<file path="src/rtl/alsu_pkg.sv">
// Shared opcode encoding, LED width and the invalid-operation rule for the ALSU pipeline.
package alsu_pkg;

    typedef enum logic [2:0] {
        AND    = 3'd0,
        XOR    = 3'd1,
        ADD    = 3'd2,
        MULT   = 3'd3,
        SHIFT  = 3'd4,
        ROTATE = 3'd5,
        INV6   = 3'd6,
        INV7   = 3'd7
    } opcode_e;

    localparam int LED_W = 16;

    // Reductions only make sense for the bitwise opcodes; anything else with a reduction set is rejected.
    function automatic logic is_invalid(input logic [2:0] opcode,
                                        input logic       red_a,
                                        input logic       red_b);
        return (opcode >= 3'd6) || ((red_a || red_b) && (opcode > 3'd1));
    endfunction

endpackage

</file>
<file path="src/rtl/alsu_core.sv">
// Combinational ALSU datapath: computes the stage-2 result from the captured beat and the last committed out.
module alsu_core
    import alsu_pkg::*;
#(
    parameter int WIDTH          = 3,
    parameter     INPUT_PRIORITY = "A",
    parameter int FULL_ADDER     = 1
) (
    input  logic signed [WIDTH-1:0]   a,
    input  logic signed [WIDTH-1:0]   b,
    input  opcode_e                   opcode,
    input  logic                      cin,
    input  logic                      red_a,
    input  logic                      red_b,
    input  logic                      byp_a,
    input  logic                      byp_b,
    input  logic                      direction,
    input  logic                      serial_in,
    input  logic [2*WIDTH-1:0]        out_q,
    output logic [2*WIDTH-1:0]        result,
    output logic                      invalid
);

    localparam int OW     = 2 * WIDTH;
    localparam bit PRIO_A = (INPUT_PRIORITY == "A");

    logic [OW-1:0]        ext_a;
    logic [OW-1:0]        ext_b;
    logic [OW-1:0]        sum;
    logic signed [OW-1:0] prod;
    logic                 cin_term;
    logic                 pick_a_red;
    logic                 pick_a_byp;

    assign ext_a      = {{WIDTH{a[WIDTH-1]}}, a};
    assign ext_b      = {{WIDTH{b[WIDTH-1]}}, b};
    assign cin_term   = (FULL_ADDER != 0) ? cin : 1'b0;
    assign sum        = ext_a + ext_b + {{(OW-1){1'b0}}, cin_term};
    // A WIDTH x WIDTH signed product always fits in OW bits, so truncating the OW-bit product is exact.
    assign prod       = $signed(ext_a) * $signed(ext_b);
    assign pick_a_red = red_a && (!red_b || PRIO_A);
    assign pick_a_byp = byp_a && (!byp_b || PRIO_A);

    always_comb begin
        result  = '0;
        invalid = 1'b0;
        if (byp_a || byp_b) begin
            result = pick_a_byp ? ext_a : ext_b;
        end else if (is_invalid(opcode, red_a, red_b)) begin
            invalid = 1'b1;
        end else begin
            case (opcode)
                AND: begin
                    if (red_a || red_b)
                        result = {{(OW-1){1'b0}}, pick_a_red ? (&a) : (&b)};
                    else
                        result = {{WIDTH{1'b0}}, a & b};
                end
                XOR: begin
                    if (red_a || red_b)
                        result = {{(OW-1){1'b0}}, pick_a_red ? (^a) : (^b)};
                    else
                        result = {{WIDTH{1'b0}}, a ^ b};
                end
                ADD:    result = sum;
                MULT:   result = prod;
                SHIFT:  result = direction ? {out_q[OW-2:0], serial_in}
                                           : {serial_in, out_q[OW-1:1]};
                ROTATE: result = direction ? {out_q[OW-2:0], out_q[OW-1]}
                                           : {out_q[0], out_q[OW-1:1]};
                default: result = '0;
            endcase
        end
    end

endmodule

</file>
<file path="src/rtl/alsu_pipe.sv">
// Two-stage valid/ready ALSU: stage 1 captures a beat, stage 2 holds the result, error counter and LED blink.
module alsu_pipe
    import alsu_pkg::*;
#(
    parameter int WIDTH          = 3,
    parameter     INPUT_PRIORITY = "A",
    parameter int FULL_ADDER     = 1,
    parameter int BLINK_LEN      = 8,
    parameter int ERR_W          = 8
) (
    input  logic                    clk,
    input  logic                    reset,
    input  logic                    in_valid,
    output logic                    in_ready,
    input  logic signed [WIDTH-1:0] A,
    input  logic signed [WIDTH-1:0] B,
    input  logic [2:0]              opcode,
    input  logic                    cin,
    input  logic                    red_op_A,
    input  logic                    red_op_B,
    input  logic                    bypass_A,
    input  logic                    bypass_B,
    input  logic                    direction,
    input  logic                    serial_in,
    output logic                    out_valid,
    input  logic                    out_ready,
    output logic [2*WIDTH-1:0]      out,
    output logic                    invalid_flag,
    output logic [ERR_W-1:0]        err_count,
    output logic [LED_W-1:0]        leds
);

    localparam int CNT_W = $clog2(BLINK_LEN + 1);

    logic                    s1_valid;
    logic signed [WIDTH-1:0] s1_a;
    logic signed [WIDTH-1:0] s1_b;
    opcode_e                 s1_opcode;
    logic                    s1_cin;
    logic                    s1_red_a;
    logic                    s1_red_b;
    logic                    s1_byp_a;
    logic                    s1_byp_b;
    logic                    s1_dir;
    logic                    s1_serial;

    logic                    adv;
    logic                    accept;
    logic                    commit;
    logic [2*WIDTH-1:0]      core_result;
    logic                    core_invalid;
    logic [CNT_W-1:0]        blink_cnt;

    assign adv      = !out_valid || out_ready;
    assign in_ready = !reset && (!s1_valid || adv);
    assign accept   = in_valid && in_ready;
    assign commit   = adv && s1_valid;

    always_ff @(posedge clk) begin
        if (reset)
            s1_valid <= 1'b0;
        else if (accept)
            s1_valid <= 1'b1;
        else if (adv)
            s1_valid <= 1'b0;
    end

    // Operand registers carry no reset; they are only observed behind s1_valid.
    always_ff @(posedge clk) begin
        if (accept) begin
            s1_a      <= A;
            s1_b      <= B;
            s1_opcode <= opcode_e'(opcode);
            s1_cin    <= cin;
            s1_red_a  <= red_op_A;
            s1_red_b  <= red_op_B;
            s1_byp_a  <= bypass_A;
            s1_byp_b  <= bypass_B;
            s1_dir    <= direction;
            s1_serial <= serial_in;
        end
    end

    alsu_core #(
        .WIDTH         (WIDTH),
        .INPUT_PRIORITY(INPUT_PRIORITY),
        .FULL_ADDER    (FULL_ADDER)
    ) u_core (
        .a        (s1_a),
        .b        (s1_b),
        .opcode   (s1_opcode),
        .cin      (s1_cin),
        .red_a    (s1_red_a),
        .red_b    (s1_red_b),
        .byp_a    (s1_byp_a),
        .byp_b    (s1_byp_b),
        .direction(s1_dir),
        .serial_in(s1_serial),
        .out_q    (out),
        .result   (core_result),
        .invalid  (core_invalid)
    );

    // out only changes on a real commit so SHIFT/ROTATE always see the last committed value.
    always_ff @(posedge clk) begin
        if (reset) begin
            out          <= '0;
            out_valid    <= 1'b0;
            invalid_flag <= 1'b0;
        end else if (adv) begin
            out_valid <= s1_valid;
            if (s1_valid) begin
                out          <= core_result;
                invalid_flag <= core_invalid;
            end
        end
    end

    always_ff @(posedge clk) begin
        if (reset)
            err_count <= '0;
        else if (commit && core_invalid && (err_count != {ERR_W{1'b1}}))
            err_count <= err_count + {{(ERR_W-1){1'b0}}, 1'b1};
    end

    // A fresh invalid commit restarts the blink window even if one is already running.
    always_ff @(posedge clk) begin
        if (reset)
            blink_cnt <= '0;
        else if (commit && core_invalid)
            blink_cnt <= CNT_W'(BLINK_LEN);
        else if (blink_cnt != '0)
            blink_cnt <= blink_cnt - {{(CNT_W-1){1'b0}}, 1'b1};
    end

    always_ff @(posedge clk) begin
        if (reset)
            leds <= '0;
        else if (blink_cnt != '0)
            leds <= ~leds;
        else
            leds <= '0;
    end

endmodule
</file>
<file path="config.mk">
export PLATFORM = sky130hd
export DESIGN_NAME = alsu_pipe
export DESIGN_NICKNAME = d
export VERILOG_FILES = /design/src/rtl/alsu_pkg.sv /design/src/rtl/alsu_core.sv /design/src/rtl/alsu_pipe.sv
export SDC_FILE = /design/constraint.sdc
export NUM_CORES = 1
export LEC_CHECK = 0
export ABC_AREA = 0
export BUFFER_PORTS_ARGS = -buffer_cell sky130_fd_sc_hd__clkbuf_2
export CELL_PAD_IN_SITES_DETAIL_PLACEMENT = 1
export CELL_PAD_IN_SITES_GLOBAL_PLACEMENT = 1
export CORE_ASPECT_RATIO = 1.4
export CORE_UTILIZATION = 35
export DETAILED_ROUTE_END_ITERATION = 12
export PLACE_DENSITY_LB_ADDON = 0.15
export SLEW_MARGIN = 40
export SYNTH_ARGS = -nofsm -noshare
export SYNTH_HDL_FRONTEND = slang
export SYNTH_SLANG_ARGS = --single-unit
</file>
<file path="constraint.sdc">
create_clock -name clk -period 5.3 [get_ports clk]
set_clock_uncertainty 0.15 [all_clocks]
set_input_delay 0.795 -clock clk [delete_from_list [all_inputs] [get_ports clk]]
set_output_delay 0.795 -clock clk [all_outputs]
set_load 0.01 [all_outputs]
</file>
---- Word level (Yosys, flattened, before mapping) ----
Index checks and enable logic that the tools add are counted.
storage, ports and cells
  register bits ........................... 53
  logic and storage cells ................. 76
cells by class
  $add $sub $neg .......................... 4
  multipliers ............................. 1
  order comparisons ....................... 2
  eq/ne operators ......................... 6
  muxes and demuxes ....................... 16
  bitwise logic cells ..................... 4
  reductions and logical operators ........ 25
operators with widths
  kind                 number
  $pmux 6 s6           1
  $mux 6               5
  $not 16->16          1
  $add 8x1->8 const B  1
  $mux 4               2
  $ne 8x8->1 const B   1
  $add 6x1->6          1
  $eq 3x2->1 const B   2
  $eq 3x3->1 const B   2
  $logic_and 1x1->1    6
  $mul 3x3->6          1
  $mux 1               6
  $mux 3               2
  $reduce_and 3->1     2
  $reduce_xor 3->1     2
  $logic_or 1x1->1     5
  $add 3x3->4          1
  $reduce_bool 2->1    2
  $reduce_bool 4->1    1
  $reduce_or 2->1      2
  $sub 4x1->4 const B  1
  $and 3x3->3          1
  $eq 3x1->1 const B   1
  $ge 3x3->1 const B   1
  other kinds (6)      8

---- Logic depth before layout (Yosys ltp) ----
  depth in word-level cells ............... 7
  gate-level depth with buffers ........... 11
  gate-level depth less buffers ........... 11

---- Hierarchy ----
Synthesis repeated with hierarchy kept, for this count alone.
unflattened totals
  cells, all modules ...................... 274
  area total of the unflattened synthesis .. 2655.0 um^2
modules (own cells, without submodules)
  module     times used  cells an instance  area each (um^2)  sequential area each (um^2)
  alsu_pipe  1           159                1778.0            1221.2
  alsu_core  1           115                877.1             0.0

---- Least setup slack after synthesis ----
Ideal clock, no wire load.
  path type ............................... register to register
  start point ............................. register s1_a[2]
  end point ............................... register out[5]
  library setup time ...................... 0.091 ns
  arrival ................................. 2.928 ns
  setup slack ............................. 2.131 ns
  cell stages (with the launch flop) ...... 12
  buffers on the path ..................... 1
  clock period less this slack ............ 3.169 ns
  path through ............................ edfxtp_1 -> clkbuf_1 -> nand2_1 -> fa_1 -> inv_1 -> ha_1 -> ha_1 -> fa_1 -> xnor3_1 -> xor2_1 -> nand2b_1 -> a311oi_1
on the way
  word-level cells in the longest chain between the ends .. 5
  elaborated cells on any way between the ends .. 7
RTL lines
  item                      line              source
  start: declaration        alsu_pipe.sv:36   logic signed [WIDTH-1:0] s1_a;
  start signal: assignment  alsu_pipe.sv:71   s1_a <= A;
  $add 3x3->4               alsu_core.sv:38   assign sum = ext_a + ext_b + {{(OW-1){1'b0}}, cin_term};
  $add 6x1->6               alsu_core.sv:38
  $pmux 6 s6                alsu_core.sv:52   case (opcode)
  $mux 6                    alsu_core.sv:49   end else if (is_invalid(opcode, red_a, red_b)) begin
  $mux 6 (*)                alsu_core.sv:47   if (byp_a || byp_b) begin
  end signal: assignment    alsu_pipe.sv:113  out <= core_result;
  end: declaration          alsu_pipe.sv:27   output logic [2*WIDTH-1:0] out,
Mark *: on every way between the ends. The rest lies on a longest branch, timed or not.
A chain may end at the register's enable or synchronous reset.

---- Worst setup path after layout ----
Same ends and word-level chain as after synthesis.

==> impl_metrics.env <==
export IMPL_status="finished clean"
export IMPL_async_reset_ff_share_pct=0
export IMPL_post_cts_setup_buffer_count=0
export IMPL_synth_cells=271
export IMPL_hold_violations=0
export IMPL_routed_wl_um=6467
export IMPL_cts_root_buffer="clkbuf_8"
export IMPL_path_cells="nand2_1 > fa_1 > inv_1 > ha_1 > ha_1 > fa_1 > xnor3_1 > xor2_1 > nand2b_1 > a311oi_1"
export IMPL_drtIter0Drc=40
export IMPL_slew_headroom_pct=48.08
export IMPL_pwr_density_cell_nw_per_um2=345.4
export IMPL_path_class="register to register"
export IMPL_grt_pass1_vias=2230
export IMPL_hp_class="register to register"
export IMPL_cts_resized=0
export IMPL_core_um2=7453
export IMPL_tightestPinTransition_ns=0.7788
export IMPL_power_frac_comb_pct=25.4
export IMPL_power_uw=1087
export IMPL_vias=2151
export IMPL_crit_path_start_kind="register"
export IMPL_final_util_pct=42.24
export IMPL_intPower_uw=721.8
export IMPL_synthDistinctLibCells=53
export IMPL_postCtsHoldBufs=0
export IMPL_clk_path_buf_depth=2
export IMPL_drive_above_1_share_pct=21.56
export IMPL_synth_edf_count=16
export IMPL_clk_pin_slew_worst_paths_ns=0.11
export IMPL_switching_share_pct=33.61
export IMPL_die_x_um=76.59
export IMPL_synthToLayoutAreaGrowth_pct=15.47
export IMPL_grt_overflow_total=0
export IMPL_clk_insertion_delay_late_ns=0.32
export IMPL_synth_seq_cells=53
export IMPL_path_buf_inv=1
export IMPL_setup_viol=0
export IMPL_fin_nets=360
export IMPL_worst_path_max_fanout=9
export IMPL_row_count=37
export IMPL_cts_tree="built"
export IMPL_antenna_found_initial=0
export IMPL_synth_warnings=0
export IMPL_seqPwrFrac_pct=51.3
export IMPL_finalMaxSlewViolations=0
export IMPL_first_pass_iters=4
export IMPL_start_util_pct=36.58
export IMPL_avgSynthCellArea_um2=10.06
export IMPL_grt_pass1_wl_um=10850
export IMPL_crit_path_max_incr_delay_ns=0.57
export IMPL_netlist_area_um2=2726
export IMPL_finalSetupTns_ns=0
export IMPL_hpwlAfterDp_um=5024
export IMPL_die_area_um2=8151
export IMPL_setup_ws_ns=2.041
export IMPL_synth_fp_nets=312
export IMPL_max_freq_ghz=0.3069
export IMPL_htreeDepth=2
export IMPL_stdcell_count=417
export IMPL_die_y_um=106.4
export IMPL_pre_cts_slack_ns=2.030
export IMPL_antenna_left=0
export IMPL_io_pins=53
export IMPL_finalCritPeriodShare_pct=61.49
export IMPL_max_cap_viol_count=0
export IMPL_dp_cells=409
export IMPL_clkPwrFrac_pct=23.3
export IMPL_crit_slowest_cell="fa_1"
export IMPL_p_switching_uw=365.4
export IMPL_critPathCaptureType="register"
export IMPL_routabilityCongestion=0.7905
export IMPL_cp_required_ns=5.39
export IMPL_rsz0062_at_grt="false"
export IMPL_critical_path_top_delay_family="adder cells"
export IMPL_wl_per_cell_um=15.51
export IMPL_cts_buffers_inserted=5
export IMPL_diodes=0
export IMPL_ys_flop_type="dfxtp_1"
export IMPL_peakVddDrop_uv=202.4
export IMPL_track_usage_pct=16.93
export IMPL_min_period_ns=3.259
export IMPL_clock_sinks=53
export IMPL_grt_max_degree=20
export IMPL_leakage_uw=0.001329
export IMPL_portBuffers=52
export IMPL_cp_arrival_ns=3.35
export IMPL_synth_seq_area_share_pct=44.79
export IMPL_via_per_inst=5.158
export IMPL_drc=0
[sequential cells by signal (all words and copies together), names as in the netlist, 3 cells and up]
name and cells:
leds 16, err_count 8, out 6, blink_cnt 4, s1_a 3, s1_b 3, s1_opcode 3
[final timing paths]
check	cells past startpoint	startpoint	slack, ns	to
setup / recovery	10	s1_a[2]$_DFFE_PP_	2.04	out[5]$_SDFFE_PP0P_
hold / removal	1	leds[11]$_SDFF_PP0_	0.27	leds[11]$_SDFF_PP0_
setup reg to reg	10	s1_a[2]$_DFFE_PP_	2.04	out[5]$_SDFFE_PP0P_
hold reg to reg	1	leds[11]$_SDFF_PP0_	0.27	leds[11]$_SDFF_PP0_
[stage by stage]
step           hold WS (ns)  cell area [µm²]
2_1_floorplan        0.2928             2726
3_3_place_gp         0.2500             3050
3_5_place_dp         0.2547             3050
4_1_cts              0.2756             3148
5_1_grt              0.2896             3148
6_report             0.2701             3148
[cells in the mapped netlist (7+ instances only)]
cell / count / area share (%)
nor2_1: 41 / 5.6
dfxtp_1: 37 / 27
nand2_1: 18 / 2.5
edfxtp_1: 16 / 18
ha_1: 16 / 7.3
inv_1: 15 / 2.1
a21oi_1: 13 / 2.4
mux2i_1: 9 / 3.3
nand2b_1: 8 / 1.8
clkbuf_1: 7 / 0.96
[cell families after synthesis]
logic type / count (synthesis) / share of synthesized area [%]
xor gates and xnor gates: 8 / 3.075
DFF: 53 / 44.79
buffers and inverters: 26 / 4.176
AOI/OAI and AO/OA: 49 / 13.95
muxes: 12 / 4.543
adders and majority gates: 21 / 11.01
and+or+nand+nor: 102 / 18.45
[per-layer routing]
layer | track usage [%] | up-vias | routed length (µm)
met5 | 0 | - | 0
met4 | 6.181 | 0 | 130
met3 | 3.004 | 9 | 216
met2 | 30.89 | 39 | 3387
met1 | 19.54 | 1044 | 2733
li1 | - | 1059 | -
[power groups by stage]
stage | combinational [µW] | sequential, µW | clock (µW)
2_1_floorplan | 147 | 585 | 0
3_3_place_gp | 276 | 564 | 0
3_5_place_dp | 283 | 567 | 0
4_1_cts | 283 | 559 | 263
5_1_grt | 313 | 571 | 280
6_report | 276 | 557 | 254
[worst register-to-register path, stage by stage (launching register included)]
cell      delay, ns
edfxtp_1       0.52
nand2_1        0.20
fa_1           0.57
inv_1          0.05
ha_1           0.28
ha_1           0.21
fa_1           0.35
xnor3_1        0.38
xor2_1         0.17
nand2b_1       0.07
a311oi_1       0.23
[area by class of cell]
cell class / instances / area [µm²]
inverters: 15 / 56.30
clock inverters: 3 / 28.78
multi-input cells: 192 / 1391
clock buffers: 5 / 68.82
well taps: 97 / 121.4
fillers: 881 / 4305
repair buffers: 52 / 260.3
flip-flops and latches: 53 / 1221
[placed cells by master, fill, tap and decap left out, drive strengths merged, types with 2 or more instances in the layout]
cell     Yosys  layout
clkbuf       7      57
nor2        41      41
dfxtp       37      37
nand2       18      18
inv         15      18
ha          16      16
edfxtp      16      16
a21oi       13      13
mux2i        9       9
nand2b       8       8
a211oi       6       6
and2         5       5
xnor2        5       5
nand3        5       5
fa           5       5
nor4         5       5
o21ai        5       5
nor2b        4       4
a311oi       4       4
or3          4       4
nor3         4       4
o31ai        3       3
a2111oi      3       3
mux2         3       3
or4          3       3
nand3b       2       2
nand4        2       2
a31oi        2       2
xor2         2       2
o22ai        2       2
o2111ai      2       2
Note: power is estimated with default switching activity, not from simulation.
